File: src/rtl/ttc_timer_counter_param3_if.sv
// rtl/ttc_timer_counter_param3_if.sv - register write bus between TTC APB decode and timer
interface ttc_timer_counter_param3_if #(
    parameter int CNT_W = 16
);
    logic             wr_en3;
    logic [2:0]       wr_addr3;
    logic [CNT_W-1:0] pwdata3;

    modport master (output wr_en3, output wr_addr3, output pwdata3);
    modport slave  (input  wr_en3, input  wr_addr3, input  pwdata3);
endinterface

File: src/rtl/ttc_timer_counter_param3.sv
// rtl/ttc_timer_counter_param3.sv - parametrised TTC timer/counter with prescaler, match and one-shot
module ttc_timer_counter_param3 #(
    parameter int CNT_W     = 16,
    parameter int NUM_MATCH = 3
) (
    input  logic                       pclk3,
    input  logic                       n_p_reset3,
    ttc_timer_counter_param3_if.slave  bus,
    input  logic                       clear_interrupt3,
    output logic [CNT_W-1:0]           counter_val_reg3,
    output logic [4:0]                 clk_ctrl_reg3,
    output logic [5:0]                 cntr_ctrl_reg3,
    output logic [CNT_W-1:0]           interval_reg3,
    output logic [NUM_MATCH*CNT_W-1:0] match_regs3,
    output logic [NUM_MATCH+1:0]       interrupt_reg3,
    output logic [NUM_MATCH+1:0]       interrupt_en_reg3,
    output logic                       interrupt3
);
    localparam int               ST_W    = NUM_MATCH + 2;
    localparam logic [CNT_W-1:0] CNT_MAX = '1;
    localparam logic [CNT_W-1:0] CNT_ONE = CNT_W'(1);

    logic [4:0]                 clk_ctrl_q,  clk_ctrl_d;
    logic [5:0]                 cntr_ctrl_q, cntr_ctrl_d;
    logic [CNT_W-1:0]           interval_q,  interval_d;
    logic [ST_W-1:0]            intr_en_q,   intr_en_d;
    logic [NUM_MATCH*CNT_W-1:0] match_q,     match_d;
    logic [CNT_W-1:0]           count_q,     count_d;
    logic [14:0]                pre_cnt_q,   pre_cnt_d;
    logic [ST_W-1:0]            status_q,    status_d;

    logic                 wr_clk, wr_ctrl, wr_intv, wr_ien, restart;
    logic [NUM_MATCH-1:0] wr_match;
    logic                 enabled, pre_tick, tick;
    logic [14:0]          pre_mask;
    logic [CNT_W-1:0]     cnt_step;
    logic                 step_int, step_ovf;
    logic [NUM_MATCH-1:0] ev_match;
    logic [ST_W-1:0]      events;

    // Address decode of the single-cycle write strobe
    always_comb begin
        wr_clk  = bus.wr_en3 && (bus.wr_addr3 == 3'd0);
        wr_ctrl = bus.wr_en3 && (bus.wr_addr3 == 3'd1);
        wr_intv = bus.wr_en3 && (bus.wr_addr3 == 3'd2);
        wr_ien  = bus.wr_en3 && (bus.wr_addr3 == 3'd3);
        restart = wr_ctrl && bus.pwdata3[4];
        for (int k = 0; k < NUM_MATCH; k++) begin
            wr_match[k] = bus.wr_en3 && (bus.wr_addr3 == 3'(4 + k));
        end
    end

    // Prescaler tick: low N bits of the prescaler all ones (N = 0 gives an empty mask, so every cycle)
    always_comb begin
        enabled  = !cntr_ctrl_q[0];
        pre_mask = ~(15'h7FFF << clk_ctrl_q[4:1]);
        pre_tick = (pre_cnt_q & pre_mask) == pre_mask;
        tick     = enabled && (!clk_ctrl_q[0] || pre_tick);
    end

    // Candidate next count and wrap events for one counting step in the current mode
    always_comb begin
        cnt_step = count_q;
        step_int = 1'b0;
        step_ovf = 1'b0;
        if (cntr_ctrl_q[2]) begin
            if (cntr_ctrl_q[1] && (count_q == '0)) begin
                cnt_step = interval_q;
                step_int = 1'b1;
            end else if (count_q == '0) begin
                cnt_step = CNT_MAX;
                step_ovf = 1'b1;
            end else begin
                cnt_step = count_q - CNT_ONE;
            end
        end else begin
            // A count already past a lowered interval runs on to max and wraps as an overflow
            if (cntr_ctrl_q[1] && (count_q == interval_q)) begin
                cnt_step = '0;
                step_int = 1'b1;
            end else if (count_q == CNT_MAX) begin
                cnt_step = '0;
                step_ovf = 1'b1;
            end else begin
                cnt_step = count_q + CNT_ONE;
            end
        end
        for (int k = 0; k < NUM_MATCH; k++) begin
            ev_match[k] = tick && cntr_ctrl_q[3] && (cnt_step == match_q[k*CNT_W +: CNT_W]);
        end
        events = {tick && step_ovf, ev_match, tick && step_int};
    end

    // Next-state for registers, counter, prescaler and sticky status
    always_comb begin
        clk_ctrl_d  = wr_clk  ? bus.pwdata3[4:0]      : clk_ctrl_q;
        interval_d  = wr_intv ? bus.pwdata3           : interval_q;
        intr_en_d   = wr_ien  ? bus.pwdata3[ST_W-1:0] : intr_en_q;
        match_d     = match_q;
        for (int k = 0; k < NUM_MATCH; k++) begin
            if (wr_match[k]) match_d[k*CNT_W +: CNT_W] = bus.pwdata3;
        end

        // A software write to cntr_ctrl wins over the one-shot hardware disable
        cntr_ctrl_d = cntr_ctrl_q;
        if (wr_ctrl) begin
            cntr_ctrl_d = {bus.pwdata3[5], 1'b0, bus.pwdata3[3:0]};
        end else if (cntr_ctrl_q[5] && (events[0] || events[ST_W-1])) begin
            cntr_ctrl_d[0] = 1'b1;
        end

        count_d   = count_q;
        pre_cnt_d = pre_cnt_q;
        status_d  = status_q;
        if (restart) begin
            // Reload follows the newly written direction/mode bits
            if (!bus.pwdata3[2])     count_d = '0;
            else if (bus.pwdata3[1]) count_d = interval_q;
            else                     count_d = CNT_MAX;
            pre_cnt_d = '0;
            status_d  = '0;
        end else begin
            if (tick) count_d = cnt_step;
            if (clk_ctrl_q[0] && enabled) pre_cnt_d = pre_cnt_q + 15'd1;
            status_d = (clear_interrupt3 ? '0 : status_q) | (events & intr_en_q);
        end
    end

    // State registers with synchronous active-low reset
    always_ff @(posedge pclk3) begin
        if (!n_p_reset3) begin
            clk_ctrl_q  <= '0;
            cntr_ctrl_q <= 6'b000001;
            interval_q  <= '0;
            intr_en_q   <= '0;
            match_q     <= '0;
            count_q     <= '0;
            pre_cnt_q   <= '0;
            status_q    <= '0;
        end else begin
            clk_ctrl_q  <= clk_ctrl_d;
            cntr_ctrl_q <= cntr_ctrl_d;
            interval_q  <= interval_d;
            intr_en_q   <= intr_en_d;
            match_q     <= match_d;
            count_q     <= count_d;
            pre_cnt_q   <= pre_cnt_d;
            status_q    <= status_d;
        end
    end

    assign counter_val_reg3  = count_q;
    assign clk_ctrl_reg3     = clk_ctrl_q;
    assign cntr_ctrl_reg3    = cntr_ctrl_q;
    assign interval_reg3     = interval_q;
    assign match_regs3       = match_q;
    assign interrupt_reg3    = status_q;
    assign interrupt_en_reg3 = intr_en_q;
    assign interrupt3        = |status_q;

endmodule

File: src/flat_wrapper.sv
// flat-port wrapper written by rule: the top's interface ports become plain ports
module ttc_timer_counter_param3_flat 
#(
    parameter int CNT_W     = 16,
    parameter int NUM_MATCH = 3
)
  (pclk3, n_p_reset3, clear_interrupt3, counter_val_reg3, clk_ctrl_reg3, cntr_ctrl_reg3, interval_reg3, match_regs3, interrupt_reg3, interrupt_en_reg3, interrupt3, bus_wr_en3, bus_wr_addr3, bus_pwdata3);
  ttc_timer_counter_param3_if #(.CNT_W(CNT_W)) bus_i ();
  input  logic pclk3;
  input  logic n_p_reset3;
  input  logic clear_interrupt3;
  output logic [CNT_W-1:0] counter_val_reg3;
  output logic [4:0] clk_ctrl_reg3;
  output logic [5:0] cntr_ctrl_reg3;
  output logic [CNT_W-1:0] interval_reg3;
  output logic [NUM_MATCH*CNT_W-1:0] match_regs3;
  output logic [NUM_MATCH+1:0] interrupt_reg3;
  output logic [NUM_MATCH+1:0] interrupt_en_reg3;
  output logic interrupt3;
  input wire logic [$bits(bus_i.wr_en3)-1:0] bus_wr_en3;
  input wire logic [$bits(bus_i.wr_addr3)-1:0] bus_wr_addr3;
  input wire logic [$bits(bus_i.pwdata3)-1:0] bus_pwdata3;
  assign bus_i.wr_en3 = bus_wr_en3;
  assign bus_i.wr_addr3 = bus_wr_addr3;
  assign bus_i.pwdata3 = bus_pwdata3;
  ttc_timer_counter_param3 #(.CNT_W(CNT_W), .NUM_MATCH(NUM_MATCH)) u_core (.pclk3(pclk3), .n_p_reset3(n_p_reset3), .bus(bus_i), .clear_interrupt3(clear_interrupt3), .counter_val_reg3(counter_val_reg3), .clk_ctrl_reg3(clk_ctrl_reg3), .cntr_ctrl_reg3(cntr_ctrl_reg3), .interval_reg3(interval_reg3), .match_regs3(match_regs3), .interrupt_reg3(interrupt_reg3), .interrupt_en_reg3(interrupt_en_reg3), .interrupt3(interrupt3));
endmodule
File: config.mk
export PLATFORM = sky130hd
export DESIGN_NAME = ttc_timer_counter_param3_flat
export DESIGN_NICKNAME = d
export VERILOG_FILES = /design/src/rtl/ttc_timer_counter_param3_if.sv /design/src/rtl/ttc_timer_counter_param3.sv /design/src/flat_wrapper.sv
export SDC_FILE = /design/constraint.sdc
export NUM_CORES = 1
export LEC_CHECK = 0
export CAP_MARGIN = 10
export CORE_ASPECT_RATIO = 1.1
export CORE_UTILIZATION = 48
export CTS_CLUSTER_SIZE = 28
export DETAILED_ROUTE_END_ITERATION = 8
export GPL_ROUTABILITY_DRIVEN = 1
export PLACE_DENSITY = 0.77
export SETUP_SLACK_MARGIN = 0.4
export SKIP_CTS_REPAIR_TIMING = 1
export SLEW_MARGIN = 20
export SYNTH_ARGS = -nofsm -noshare
export SYNTH_HDL_FRONTEND = slang
export SYNTH_SLANG_ARGS = --single-unit
File: constraint.sdc
create_clock -name pclk3 -period 2.8 [get_ports pclk3]
set_clock_uncertainty 0.05 [all_clocks]
set_input_delay 0.56 -clock pclk3 [delete_from_list [all_inputs] [get_ports pclk3]]
set_output_delay 0.56 -clock pclk3 [all_outputs]
set_load 0.03 [all_outputs]
==> impl_metrics.tcl, run 1 <==
set metrics [dict create \
    met1_length_um 11600 \
    timing_max_transition_violations_final 0 \
    cts-root-to-sink-buffers 2 \
    setup_viol 3 \
    dr_total_vias 8503 \
    critical_path_peak_fanout 5 \
    cts_made_buffers 17 \
    final_common_cell "sky130_fd_sc_hd__nand2_1" \
    die_height_um 129 \
    clock_insertion_delay_worst_skew_ps 420 \
    final_net_count 1215 \
    period_needed_ps 2930 \
    postSynthCellCount 920 \
    power-per-cell-area_nw_per_um2 444 \
    chipWidth_um 117 \
    detail_route.wl_per_cell_um 21.1 \
    routed-wl-met2_um 13600 \
    cts_tree "built" \
    ioPinCount 125 \
    row_count 45 \
    avgViaCountPerCell 6.13 \
    synth_top_area_share 0.328 \
    rsz0062_at_grt "true" \
    clockRootBuffer "sky130_fd_sc_hd__clkbuf_16" \
    violations_in_the_final_reports "setup timing" \
    synthDominantAreaCellType "sky130_fd_sc_hd__dfxtp_1" \
    setup.worst_path.start_class "flip-flop" \
    number_of_hold_violations_in_the_final_report 0 \
    grt_overflow_total 0 \
    first_iter_violations 880 \
    top_signal_layer_used "met4" \
    clkSinkCount 115 \
    first_global_vias 7634 \
    portBuffers 123 \
    proportion_of_register_bits_with_asynchronous_set_or_reset_after_synthesis 0 \
    yosysUniqueCellTypes 79 \
    drt.antenna.violating_nets 0 \
    synthesis.area_per_instance_sq_um 7.62 \
    worst_slew_margin_rel 0.513 \
    gp_congestion 0.988 \
    critical_path_data_arrival_time_ps 3230 \
    number_of_synthesized_flops_with_an_enable_pin 0 \
    synth_area_sq_um 7010 \
    max_slew.worst_pin.slew_ps 729 \
    max_freq_ghz 0.342 \
    detail_route.drc_violations 0 \
    worst_ep_required_time_ps 3110 \
    floorplan.die_area_sq_um 15100 \
    worst_slack_ps -127 \
    antenna-diode-count 0 \
    core_sq_um 14000 \
    yosys_most_used_dff "sky130_fd_sc_hd__dfxtp_1" \
    cap_violations 0 \
    fill_cells 959 \
    antenna_violations_before_repair 0 \
    clk_pin_slew_worst_paths_ps 50 \
    result_of_the_run "finished with violations" \
    p_total_mw 4.87 \
    area.growth.synth_to_final_pct 56.7 \
    timing.critical_path.to_type "flip-flop" \
    dp_hpwl_um 20900 \
    hold_path.class "reg -> reg" \
    first_pass_iters 6 \
    yosysSeqAreaShare 0.328 \
    finalWirelength_um 29200 \
    ir_drop_mv 0.392 \
    critPathKind "reg -> reg" \
    power.static_leakage_nw 4.22 \
    most-common-layout-cells "sky130_fd_sc_hd__nand2_1, sky130_fd_sc_hd__buf_4, sky130_fd_sc_hd__clkdlybuf4s50_1, sky130_fd_sc_hd__dfxtp_1, sky130_fd_sc_hd__nor2_1" \
    htree_num_levels 4 \
    grt.total_usage 0.374 \
    yosys_warnings 0 \
    ys_seq_elements 115 \
    route.met3.wl_um 2730 \
    initial_core_util 0.500 \
    layout-drive-gt1-share 0.290 \
    worst_hold_slack_ps 451 \
    grt_pass1_wl_um 42300 \
    netlist_top_cells_area "sky130_fd_sc_hd__dfxtp_1, sky130_fd_sc_hd__nand2_1, sky130_fd_sc_hd__a21boi_0, sky130_fd_sc_hd__xor2_1, sky130_fd_sc_hd__xnor2_1" \
    syn-num-nets 947 \
    grt_max_degree 58 \
    min_period_over_period 1.05 \
]
cells by family after synthesis:
logic type      count (synthesis)  synth area share
compound gates                208             0.203
xor+xnor                       69            0.0862
other cells                     1          0.000535
flops                         115             0.328
simple gates                  411             0.286
mux                            28            0.0409
fa+ha+maj                       4           0.00714
buf+inv                        84            0.0485
cells in the mapped netlist, types with 3 or more instances:
master                       n
sky130_fd_sc_hd__a211oi_1   14
sky130_fd_sc_hd__dfxtp_1   115
sky130_fd_sc_hd__nor2b_1    14
sky130_fd_sc_hd__a21boi_0   45
sky130_fd_sc_hd__and2_1      4
sky130_fd_sc_hd__a32oi_1     3
sky130_fd_sc_hd__inv_1      19
sky130_fd_sc_hd__nand2_1   177
sky130_fd_sc_hd__nand3_1    34
sky130_fd_sc_hd__o311ai_1    3
sky130_fd_sc_hd__xnor2_1    34
sky130_fd_sc_hd__mux2i_1    23
sky130_fd_sc_hd__nor3_1     23
sky130_fd_sc_hd__buf_2      11
sky130_fd_sc_hd__clkbuf_1   50
sky130_fd_sc_hd__a211o_1     3
sky130_fd_sc_hd__and3_1      9
sky130_fd_sc_hd__or4_1       6
sky130_fd_sc_hd__nand4_1    17
sky130_fd_sc_hd__mux2_2      4
sky130_fd_sc_hd__o22ai_1     4
sky130_fd_sc_hd__o31a_1      4
sky130_fd_sc_hd__o31ai_1     4
sky130_fd_sc_hd__nor4_1     15
sky130_fd_sc_hd__o32ai_1     4
sky130_fd_sc_hd__nor2_1     65
sky130_fd_sc_hd__a31oi_1     4
sky130_fd_sc_hd__o21ai_0    41
sky130_fd_sc_hd__xor2_1     35
sky130_fd_sc_hd__or2_2       4
sky130_fd_sc_hd__a21oi_1    40
sky130_fd_sc_hd__nand2b_1    6
sky130_fd_sc_hd__o211ai_1    4
sky130_fd_sc_hd__ha_1        4
sky130_fd_sc_hd__nor3b_1     4
sky130_fd_sc_hd__or3_1      11
sky130_fd_sc_hd__and4_1      5
state kept, by name (all words and copies together), names as in the netlist:
register	count
u_core.counter_val_reg3	16
u_core.interrupt_en_reg3	5
u_core.cntr_ctrl_reg3	5
u_core.interrupt_reg3	5
u_core.interval_reg3	16
u_core.match_regs3	48
u_core.pre_cnt_q	15
u_core.clk_ctrl_reg3	5
worst max-delay path: stages (launching register included):
cell,delay (ps)
sky130_fd_sc_hd__dfxtp_4,360
sky130_fd_sc_hd__inv_2,90
sky130_fd_sc_hd__ha_4,160
sky130_fd_sc_hd__nor4b_4,260
sky130_fd_sc_hd__buf_4,190
sky130_fd_sc_hd__and4_4,240
sky130_fd_sc_hd__nand2_1,80
sky130_fd_sc_hd__mux2_2,290
sky130_fd_sc_hd__or3_4,370
sky130_fd_sc_hd__xor2_1,160
sky130_fd_sc_hd__nand4_1,140
sky130_fd_sc_hd__nor4_2,280
sky130_fd_sc_hd__a32o_1,190
stage by stage:
stage	area (sq um)	cells	utilization	setup slack (ps)	setup TNS (ps)
after floorplan	7230	920	-	-47.3	-47.3
after global placement	9560	1323	0.682	-215	-471
after detailed placement	9560	1323	0.682	-176	-429
after CTS	10100	1353	0.723	-195	-546
after global routing	11000	1387	0.784	-224	-650
final	11000	1387	0.784	-127	-331
final timing paths:
check                             endpoint  slack, ps                       start  depth (start not counted)
hold / removal    u_core.interrupt_reg3[2]        450    u_core.interrupt_reg3[2]                          2
setup reg to reg  u_core.interrupt_reg3[3]       -130  u_core.counter_val_reg3[0]                         12
hold reg to reg   u_core.interrupt_reg3[2]        450    u_core.interrupt_reg3[2]                          2
setup / recovery  u_core.interrupt_reg3[3]       -130  u_core.counter_val_reg3[0]                         12
power by group:
part / internal [mW] / switching (mW)
clock network: 1.34 / 0.789
logic: 0.491 / 0.551
registers: 1.66 / 0.0462
total: 3.49 / 1.39
cell type report:
type,instances,area (sq um),share of cell area
inverter,21,78.8,0.00717
clock inverter,8,75.1,0.00683
timing repair buffer,312,2790,0.254
multi-input combinational,721,4950,0.451
sequential,115,2360,0.215
clock buffer,22,497,0.0452
tap,188,235,0.0214
metal layers:
metal  vias to the layer above  global-route usage
met2                       557               0.598
met5                         -                   0
met3                       117              0.0754
li1                       3790                   -
met1                      4039               0.492
met4                         0               0.151
(Power assumes the default switching activity.)
==> run 2: changes to the inputs <==
--- a/config.mk
+++ b/config.mk
@@ -7,11 +7,11 @@
 export LEC_CHECK = 0
 export CAP_MARGIN = 10
 export CORE_ASPECT_RATIO = 1.1
-export CORE_UTILIZATION = 48
+export CORE_UTILIZATION = 40
 export CTS_CLUSTER_SIZE = 28
 export DETAILED_ROUTE_END_ITERATION = 8
 export GPL_ROUTABILITY_DRIVEN = 1
-export PLACE_DENSITY = 0.77
+export PLACE_DENSITY = 0.66
 export SETUP_SLACK_MARGIN = 0.4
 export SKIP_CTS_REPAIR_TIMING = 1
 export SLEW_MARGIN = 20
==> run 2 against run 1 <==
  * Non-clock buffer count shrank 12
  * Global-route usage shrank 6.8 points
  * Flip-flop and latch count is the same
  * The flow still finishes with violations (setup timing)
  * Highest routed layer unchanged
==> impl_metrics.tcl, run 2 (synthesis gave the netlist of run 1 again) <==
set metrics [dict create \
    pre_cts_ws_ps -224 \
    area.growth.synth_to_final_pct 54.1 \
    timing.critical_path.buf_inv 2 \
    timing.reg2reg.setup_slack_ps -150 \
    clock_insertion_delay_worst_skew_ps 420 \
    internal_power_mw 3.54 \
    fin_tns_setup_ps -349 \
    drt.antenna.violating_nets 0 \
    setup.worst_path.start_class "flip-flop" \
    finalWirelength_um 28100 \
    first_iter_violations 724 \
    number_of_hold_violations_in_the_final_report 0 \
    timing.critical_path.to_type "flip-flop" \
    first_pass_iters 5 \
    worst_r2r_path_depth 10 \
    grt_max_degree 36 \
    power.static_leakage_nw 4.15 \
    critical_path.cell_chain "buf_6, nor4_4, buf_6, nand4_4, o311ai_1, nand2_2, xor2_1, or4_4, nor4_4, a22o_1" \
    dp_hpwl_um 20700 \
    htree_num_levels 4 \
    grt_pass1_wl_um 42300 \
    cap_violations 0 \
    cts_made_buffers 17 \
    timing_max_transition_violations_final 0 \
    power_frac_comb 0.200 \
    path_depth 10 \
    p_sw_mw 1.36 \
    p_total_mw 4.91 \
    violations_in_the_final_reports "setup timing" \
    clk_pin_slew_worst_paths_ps 50 \
    hold_path.class "reg -> reg" \
    die_height_um 141 \
    chipWidth_um 128 \
    cts_tree "built" \
    layout-drive-gt1-share 0.265 \
    dr_total_vias 8018 \
    row_count 50 \
    worst_ep_required_time_ps 3110 \
    max_freq_ghz 0.339 \
    grt_overflow_total 0 \
    worst_slew_margin_rel 0.519 \
    avgViaCountPerCell 5.64 \
    pwr-share-clk 0.453 \
    cpPeakStageDelay_ps 580 \
    rsz0062_at_grt "true" \
    initial_core_util 0.411 \
    crit_path_start "u_core.counter_val_reg3[7]" \
    antenna-diode-count 0 \
    most-common-layout-cells "sky130_fd_sc_hd__nand2_1, sky130_fd_sc_hd__buf_4, sky130_fd_sc_hd__clkdlybuf4s50_1, sky130_fd_sc_hd__dfxtp_1, sky130_fd_sc_hd__nor2_1" \
    antenna_violations_before_repair 0 \
    worst_slack_ps -151 \
    ioPinCount 125 \
    grt.total_usage 0.306 \
    worstSetupEndpoint "u_core.interrupt_reg3[1]" \
    clockRootBuffer "sky130_fd_sc_hd__clkbuf_16" \
    critical_path_data_arrival_time_ps 3260 \
    ir_drop_mv 0.434 \
    core_sq_um 17100 \
    worst_r2r_endpoint "u_core.interrupt_reg3[1]" \
    power-per-cell-area_nw_per_um2 454 \
    slowest_stage "sky130_fd_sc_hd__o311ai_1" \
    floorplan.die_area_sq_um 18100 \
    critical_path_peak_fanout 6 \
    critical_path.reg2reg.startpoint "u_core.counter_val_reg3[7]" \
    detail_route.wl_per_cell_um 19.8 \
    clkSinkCount 115 \
    power.share.sequential 0.348 \
    largest_register_ff_count 48 \
    result_of_the_run "finished with violations" \
    detail_route.drc_violations 0 \
    gp_congestion 1.00 \
    max_slew.worst_pin.slew_ps 722 \
    portBuffers 123 \
    first_global_vias 7361 \
    critical_path.top_delay_family "simple AND/OR/NAND/NOR gates" \
    sw_frac_of_total 0.278 \
    setup_viol 3 \
    cts-root-to-sink-buffers 2 \
    min_period_over_period 1.05 \
    period_needed_ps 2950 \
    critPathKind "reg -> reg" \
    final_common_cell "sky130_fd_sc_hd__nand2_1" \
    final_net_count 1203 \
]
## run 2: cell count changes in the layout (fill, tap and decap cells not counted), sizes merged
| cell | change |
|---|---|
| clkdlybuf4s50 | -1 |
| inv | +1 |
| clkinv | -2 |
| clkbuf | +1 |
| dlymetal6s2s | +1 |
| buf | -12 |
| bufinv | +1 |
## run 2: routing by layer
metal | global-route usage | up-vias | routed length [um]
met5 | 0 | - | 0
met4 | 0.118 | 0 | 767
met3 | 0.0493 | 55 | 1940
met2 | 0.487 | 352 | 13200
met1 | 0.414 | 3838 | 12200
li1 | - | 3773 | -
## run 2: worst min path at each step
stage	start	end	depth (start not counted)
after floorplan	u_core.pre_cnt_q[14]	u_core.pre_cnt_q[14]	2
after global placement	u_core.pre_cnt_q[14]	u_core.pre_cnt_q[14]	2
after detailed placement	u_core.match_regs3[31]	u_core.match_regs3[31]	2
after CTS	u_core.match_regs3[31]	u_core.match_regs3[31]	2
after global routing	u_core.match_regs3[47]	u_core.match_regs3[47]	2
final	u_core.match_regs3[31]	u_core.match_regs3[31]	2
## run 2: power groups by stage
stage,Sequential (mW),Combinational (mW),Clock (mW)
floorplan,1.79,0.401,0
global placement,1.74,0.831,0
detailed placement,1.74,0.834,0
CTS,1.71,0.840,2.23
global route,1.71,1.03,2.31
finish,1.71,0.979,2.22
## run 2: area by class of cell
class,instances,area (sq um)
Fill cell,1487,6270
Clock buffer,23,500
Inverter,21,83.8
Clock inverter,8,96.3
Sequential cell,115,2360
Tap cell,234,293
Multi-Input combinational cell,721,4800
Timing Repair Buffer,300,2680
## run 2: worst min-delay path: cells and delay by family (launching register included)
kind               cells  cell delay [ps]
DFF                    1              330
and+or+nand+nor        1               60
AOI/OAI and AO/OA      1               60
## run 2: metrics by stage
step / hold WS (ps) / util / area [sq um] / std cells
final: 446 / 0.633 / 10800 / 1422
after global routing: 458 / 0.633 / 10800 / 1422
after CTS: 446 / 0.595 / 10200 / 1391
after detailed placement: 434 / 0.560 / 9560 / 1360
after global placement: 433 / 0.560 / 9560 / 1360
after floorplan: 421 / - / 7230 / 920
